## src/rtl/pinmux_pad_attr_ctrl.sv

```systemverilog
// Pad-attribute update controller: WARL-legalized shadow registers with a post-write settle window.
// Optional per-pad sticky lock enabled by defining PINMUX_PAD_ATTR_LOCK_EN.
module pinmux_pad_attr_ctrl #(
  parameter int NumPads      = 4,
  parameter int AttrW        = 8,
  parameter int PadType      = 1,
  parameter int SettleCycles = 3,
  localparam int PadW        = (NumPads > 1) ? $clog2(NumPads) : 1
) (
  input  logic                     clk_i,
  input  logic                     rst_ni,
  input  logic                     req_valid_i,
  output logic                     req_ready_o,
  input  logic                     req_write_i,
  input  logic [PadW-1:0]          req_pad_i,
  input  logic [AttrW-1:0]         req_attr_i,
  output logic                     rsp_valid_o,
  input  logic                     rsp_ready_i,
  output logic [AttrW-1:0]         rsp_attr_o,
  output logic                     rsp_err_o,
  output logic [NumPads*AttrW-1:0] attr_o,
  output logic                     busy_o
);

  localparam int CntW = (SettleCycles > 1) ? $clog2(SettleCycles) : 1;
  localparam logic [CntW-1:0] CntInit = CntW'((SettleCycles > 0) ? SettleCycles - 1 : 0);
  localparam logic [AttrW-1:0] LegalMask = (PadType == 1) ? AttrW'('h3F) :
                                           (PadType == 2) ? AttrW'('h0F) : '0;

  typedef enum logic [1:0] {IDLE, APPLY, SETTLE, RESP} state_t;

  state_t            state;
  logic [CntW-1:0]   cnt;
  logic [AttrW-1:0]  attr_q [NumPads];
  logic [AttrW-1:0]  rsp_attr_q;
  logic              rsp_err_q;
  logic [PadW-1:0]   pad_q;
  logic [AttrW-1:0]  wdata_q;
  logic              pad_ok;
`ifdef PINMUX_PAD_ATTR_LOCK_EN
  logic [NumPads-1:0] lock_q;
`endif

  function automatic logic [AttrW-1:0] legalize(input logic [AttrW-1:0] v);
    return v & LegalMask;
  endfunction

  assign pad_ok = 32'(req_pad_i) < NumPads;

  // Request fields are plain data, captured on the accept edge without reset
  always_ff @(posedge clk_i) begin
    if (state == IDLE && req_valid_i) begin
      pad_q   <= req_pad_i;
      wdata_q <= req_attr_i;
    end
  end

  always_ff @(posedge clk_i or negedge rst_ni) begin
    if (!rst_ni) begin
      state      <= IDLE;
      cnt        <= '0;
      rsp_attr_q <= '0;
      rsp_err_q  <= 1'b0;
      for (int p = 0; p < NumPads; p++) attr_q[p] <= '0;
`ifdef PINMUX_PAD_ATTR_LOCK_EN
      lock_q     <= '0;
`endif
    end else begin
      case (state)
        IDLE: begin
          if (req_valid_i) begin
            if (!pad_ok) begin
              rsp_attr_q <= '0;
              rsp_err_q  <= 1'b1;
              state      <= RESP;
            end else if (!req_write_i) begin
              rsp_attr_q <= attr_q[req_pad_i];
              rsp_err_q  <= 1'b0;
              state      <= RESP;
`ifdef PINMUX_PAD_ATTR_LOCK_EN
            end else if (lock_q[req_pad_i]) begin
              rsp_attr_q <= attr_q[req_pad_i];
              rsp_err_q  <= 1'b1;
              state      <= RESP;
`endif
            end else begin
              state <= APPLY;
            end
          end
        end
        APPLY: begin
          attr_q[pad_q] <= legalize(wdata_q);
          rsp_attr_q    <= legalize(wdata_q);
          rsp_err_q     <= 1'b0;
`ifdef PINMUX_PAD_ATTR_LOCK_EN
          if (wdata_q[AttrW-1]) lock_q[pad_q] <= 1'b1;
`endif
          if (SettleCycles == 0) begin
            state <= RESP;
          end else begin
            cnt   <= CntInit;
            state <= SETTLE;
          end
        end
        SETTLE: begin
          if (cnt == '0) state <= RESP;
          else           cnt   <= cnt - 1'b1;
        end
        RESP: begin
          if (rsp_ready_i) state <= IDLE;
        end
        default: state <= IDLE;
      endcase
    end
  end

  always_comb begin
    attr_o = '0;
    for (int p = 0; p < NumPads; p++) attr_o[p*AttrW +: AttrW] = attr_q[p];
  end

  assign req_ready_o = (state == IDLE);
  assign busy_o      = (state == APPLY) || (state == SETTLE);
  assign rsp_valid_o = (state == RESP);
  assign rsp_attr_o  = rsp_attr_q;
  assign rsp_err_o   = rsp_err_q;

endmodule
```

## config.mk

```make
export PLATFORM = sky130hd
export DESIGN_NAME = pinmux_pad_attr_ctrl
export DESIGN_NICKNAME = d
export VERILOG_FILES = /design/src/rtl/pinmux_pad_attr_ctrl.sv
export SDC_FILE = /design/constraint.sdc
export NUM_CORES = 1
export LEC_CHECK = 0
export ABC_AREA = 0
export BUFFER_PORTS_ARGS = -buffer_cell sky130_fd_sc_hd__buf_2
export CORE_MARGIN = 2
export CORE_UTILIZATION = 51
export CTS_CLUSTER_SIZE = 30
export DETAILED_ROUTE_END_ITERATION = 12
export GPL_TIMING_DRIVEN = 0
export PLACE_DENSITY = 0.79
export SYNTH_ARGS = -nofsm -noshare
export SYNTH_HDL_FRONTEND = slang
export SYNTH_SLANG_ARGS = --single-unit
```

## constraint.sdc

```tcl
create_clock -name clk_i -period 1.95 [get_ports clk_i]
set_input_delay 0.195 -clock clk_i [delete_from_list [all_inputs] [get_ports clk_i]]
set_output_delay 0.195 -clock clk_i [all_outputs]
set_load 0.1 [all_outputs]
```

* Word-level counts from Yosys, hierarchy flattened
Cells that the tools add are included.
Cells by class: add/sub/neg operators 1, multipliers 0, divide/modulo/power cells 0, magnitude comparators 3, equal/unequal tests 8, shift operators 0, muxes and demuxes 19, bitwise gates (word level) 2, reduce and logical (&&, ||, !) cells 10
Operator list (count):
- $mux W8 | 5
- $bwmux W32 | 1
- $bmux W8 S2 | 1
- $demux W8 S2 | 1
- $pmux W8 S2 | 1
- $mux W2 | 5
- $ne A2 B2 Y1 const B | 4
- $pmux W2 S4 | 1
- $ge A3 B3 Y1 const B | 2
- $not A2 Y3 | 2
- $reduce_and A3 Y1 | 2
- $eq A2 B2 Y1 const B | 2
- $logic_not A2 Y1 | 2
- $pmux W2 S2 | 1
- $reduce_bool A2 Y1 | 2
- $lt A3 B1 Y1 const B | 1
- $eq A2 B1 Y1 const B | 1
- $logic_and A1 B1 Y1 | 2
- $mux W1 | 2
- $ne A2 B1 Y1 const B | 1
- $pmux W1 S2 | 1
- $reduce_and A2 Y1 | 1
- $sub A2 B1 Y2 const B | 1
- $logic_or A1 B1 Y1 | 1
Storage, ports and cells: register bits after elaboration 53, latch bits 0, memory bits (writable) 0, memory bits (read-only) 0, input port bits 15, output and inout bits 44, logic and storage cells 53, memories kept 0

* Longest topological paths before layout
depth in word-level cells 7, depth in mapped cells 6

* Worst setup path after synthesis
No wires, ideal clock.
kind register -> register, start point reg state[0], end point reg rsp_attr_q[0] (netlist: rsp_attr_o[0]), library setup time 126 ps, arrival time 2354 ps, required time 1824 ps, setup slack -530 ps, cell stages (with the launch flop) 6, clock period less this slack 2480 ps, cells stage by stage dfrtp_1 -> inv_1 -> ha_1 -> nor2_1 -> a211oi_2 -> mux2_4
Between the ends: word-level cells in the longest chain between the ends 3, elaborated cells between the ends (all ways) 7, classes of those cells eq/ne (3); mux (1); reduce/logical (3)
RTL lines:
- start, declared | RTL line 32 | state_t state;
- start signal, assigned | RTL line 60 | state <= IDLE;
- start signal, assigned | RTL line 75 | state <= RESP;
- start signal, assigned | RTL line 79 | state <= RESP;
- $logic_not A2 Y1 (*)
- net req_ready_o | RTL line 13 | output logic req_ready_o,
- $ne A2 B2 Y1 (no line) / $reduce_bool A2 Y1 (equally long branches)
- $reduce_and A3 Y1 (no line)
- end signal, assigned | RTL line 77 | rsp_attr_q <= attr_q[req_pad_i];
- end signal, assigned | RTL line 93 | rsp_attr_q <= legalize(wdata_q);
- end, declared | RTL line 35 | logic [AttrW-1:0] rsp_attr_q;
Mark *: on every way through the listed nets, which the timed path passes. The rest lies on a longest branch. A chain may end at the register's enable or synchronous reset.

* Worst setup path after layout
start point reg state[1], end point reg attr_q (netlist bit attr_o[21])
Between the ends: word-level cells in the longest chain between the ends 1
RTL lines:
- $eq A2 B1 Y1 | RTL line 69 | case (state)
- end signal, assigned by index | RTL line 92 | attr_q[pad_q] <= legalize(wdata_q);
- end, declared | RTL line 34 | logic [AttrW-1:0] attr_q [NumPads];
No other way between the ends.

==> results_dict.tcl <==
set metrics [dict create \
    dp_hpwl_um 3050 \
    cts_sinks 42 \
    post-route-period-util_pct 94.1 \
    rows 22 \
    cp-end-kind "flop" \
    holdPathEnd "wdata_q[4]" \
    syn_to_final_growth_pct 24.4 \
    fin_worst_skew_ps 10.2 \
    crit_buf_inv 2 \
    maxSlewViolCount 0 \
    fin_cells 244 \
    wirelength_um 4200 \
    nFillCells 306 \
    vias_per_cell 5.12 \
    rsz0062_at_grt "no" \
    pin_count 59 \
    drt-pass1-iter-count 4 \
    yosysSeqAreaShare_pct 54.1 \
    antenna_violating_nets_post_route 0 \
    vias 1250 \
    cts_tree "done" \
    grt_pass1_vias 1301 \
    multi_input_area_um2 860 \
    antenna_found_initial 0 \
    worstPathMaxFanout 10 \
    hp-class "primary input to flop" \
    regArea_mm2 0.00109 \
    diodes 0 \
    dpl.cell_count 234 \
    gp_routability_congestion 0.707 \
    drv_cap 0 \
    crit_chain "inv_1 > ha_2 > buf_6 > nand3b_1 > mux2_2" \
    period_minus_slack_ps 1840 \
    worst_pin_slew_ps 743 \
    grt_max_degree 35 \
    holdPathStages 1 \
    drt-initial-drc-count 31 \
    slowest_stage "dfrtp_1" \
    clockRootBuffer "clkbuf_8" \
    cp_slowest_stage_delay_ps 420 \
    worst_r2r_endpoint "attr_o[21]" \
    path_delay_family "flip-flops" \
    status "completed" \
    final_net_count 217 \
    drive_above_1_share_pct 57.1 \
    hp-start "req_attr_i[4]" \
    max_freq_mhz 545 \
    reg2reg_depth 5 \
    finalHoldViolations 0 \
    grt_pass1_wl_um 6730 \
    arrival_ps 2010 \
    path_clk_slew_ps 80 \
    port_buffers 45 \
    clk_latency_ps 300 \
    setup-tns-final_ps 0 \
    critPathLaunchType "flop" \
    syn_inst 131 \
    start_util_pct 53.8 \
    cts_max_path_buffers 2 \
    ys_types 22 \
    setup_viol 0 \
    ys_warn_count 0 \
    die_x_um 66.9 \
    final_cell_mix "buf_2, dfrtp_1, mux2_2" \
    rrSetupSlack_ps 110 \
    die_h_um 66.9 \
    drt-wirelength-per-cell_um 17.2 \
    syn-cell-area_mm2 0.00202 \
    critPathRequiredTime_ps 2130 \
    grt_overflow 0 \
    avgSynthCellArea_um2 15.4 \
    htreeDepth 2 \
    track_usage_pct 21.8 \
    drc 0 \
    die_area_mm2 0.00447 \
    slew_headroom_pct 50.4 \
    mostFrequentLayoutCell "buf_2" \
    worstSetupPathType "flop to flop" \
    coreArea_mm2 0.00374 \
    numCtsBuffers 5 \
    r2r_start "state[1]" \
    ys_ff_latch 42 \
]
[cell type report]
cell class                      instances  share of cell area (%)
Sequential cell                        42                    43.5
Clock buffer                            6                    2.89
Timing Repair Buffer                   47                    10.2
Clock inverter                          2                    1.50
Buffer                                 13                    4.19
Multi-Input combinational cell         79                    34.3
Inverter                                7                    1.05
Tap cell                               48                    2.40
[metal layers]
layer / global-route usage, % / up-vias / routed length, µm
met5: 0 / - / 0
met4: 6.12 / 0 / 47
met3: 6.59 / 5 / 243
met2: 39.1 / 40 / 2220
met1: 25.0 / 629 / 1680
li1: - / 576 / -
[stage by stage]
step / hold WS, ps / setup slack (ps) / utilization (%) / instance area (µm²)
2_1_floorplan: -101 / 13.8 / - / 2070
3_3_place_gp: 289 / 78.9 / 63.0 / 2360
3_5_place_dp: 303 / 40.2 / 63.0 / 2360
4_1_cts: 58.9 / 25.2 / 66.2 / 2480
5_1_grt: 59.5 / 8.34 / 67.0 / 2510
6_report: 66.9 / 114 / 67.0 / 2510
[sequential cells by signal, summed over array words and instances (netlist names)]
signal      flops
wdata_q         6
cnt             2
state           2
attr_o         24
rsp_attr_o      6
pad_q           2
[worst register-to-register path, cell delays in order, from the launching register on]
cell and delay (ps):
dfrtp_1 420, inv_1 170, ha_2 260, buf_6 170, nand3b_1 310, mux2_2 390
[Yosys cell counts]
cell type	count	area share, %
mux2i_1	4	2.0
ha_1	7	4.3
inv_1	7	1.3
nand3b_1	2	0.74
nor2_1	3	0.56
and2_1	1	0.31
nand3_1	2	0.50
buf_6	2	1.1
a211oi_2	1	0.62
mux2_4	6	4.5
a21oi_1	1	0.25
edfxtp_1	8	12
mux4_2	6	6.7
o21a_1	1	0.37
nor3b_2	1	0.62
nand2_1	1	0.19
mux2_2	30	17
buf_4	11	4.1
a221oi_1	1	0.43
nor2b_1	1	0.31
conb_1	1	0.19
dfrtp_1	34	42
[kinds of logic (layout without fill, tap and decap cells)]
kind of cell / Yosys count / in the layout / synth area share, %
flip-flops: 42 / 42 / 54.1
AO/OA/AOI/OAI: 4 / 4 / 1.68
adder cells (fa/ha/maj): 7 / 7 / 4.34
other: 1 / 11 / 0.186
AND/OR/NAND/NOR: 11 / 11 / 3.23
multiplexers: 46 / 46 / 29.9
buffers and inverters: 20 / 75 / 6.52
[worst max path at each step]
stage	depth (start not counted)	to	start
finish	5	attr_o[21]	state[1]
global route	5	attr_o[8]	state[1]
floorplan	3	rsp_attr_o[0]	attr_o[24]
CTS	5	rsp_attr_o[4]	state[0]
detailed placement	5	rsp_attr_o[4]	state[0]
global placement	5	rsp_attr_o[4]	state[0]
[what timing repair did]
item / CTS / global route
resized for setup: 0 / 2
endpoints found under the setup margin: 0 / 12
endpoints found under the hold margin: 34 / 0
hold buffers: 1 / 0
buffers inserted: 0 / 1
Power is not shown: default switching activity piles up to over one toggle a cycle in this logic, so the estimate is an artifact.
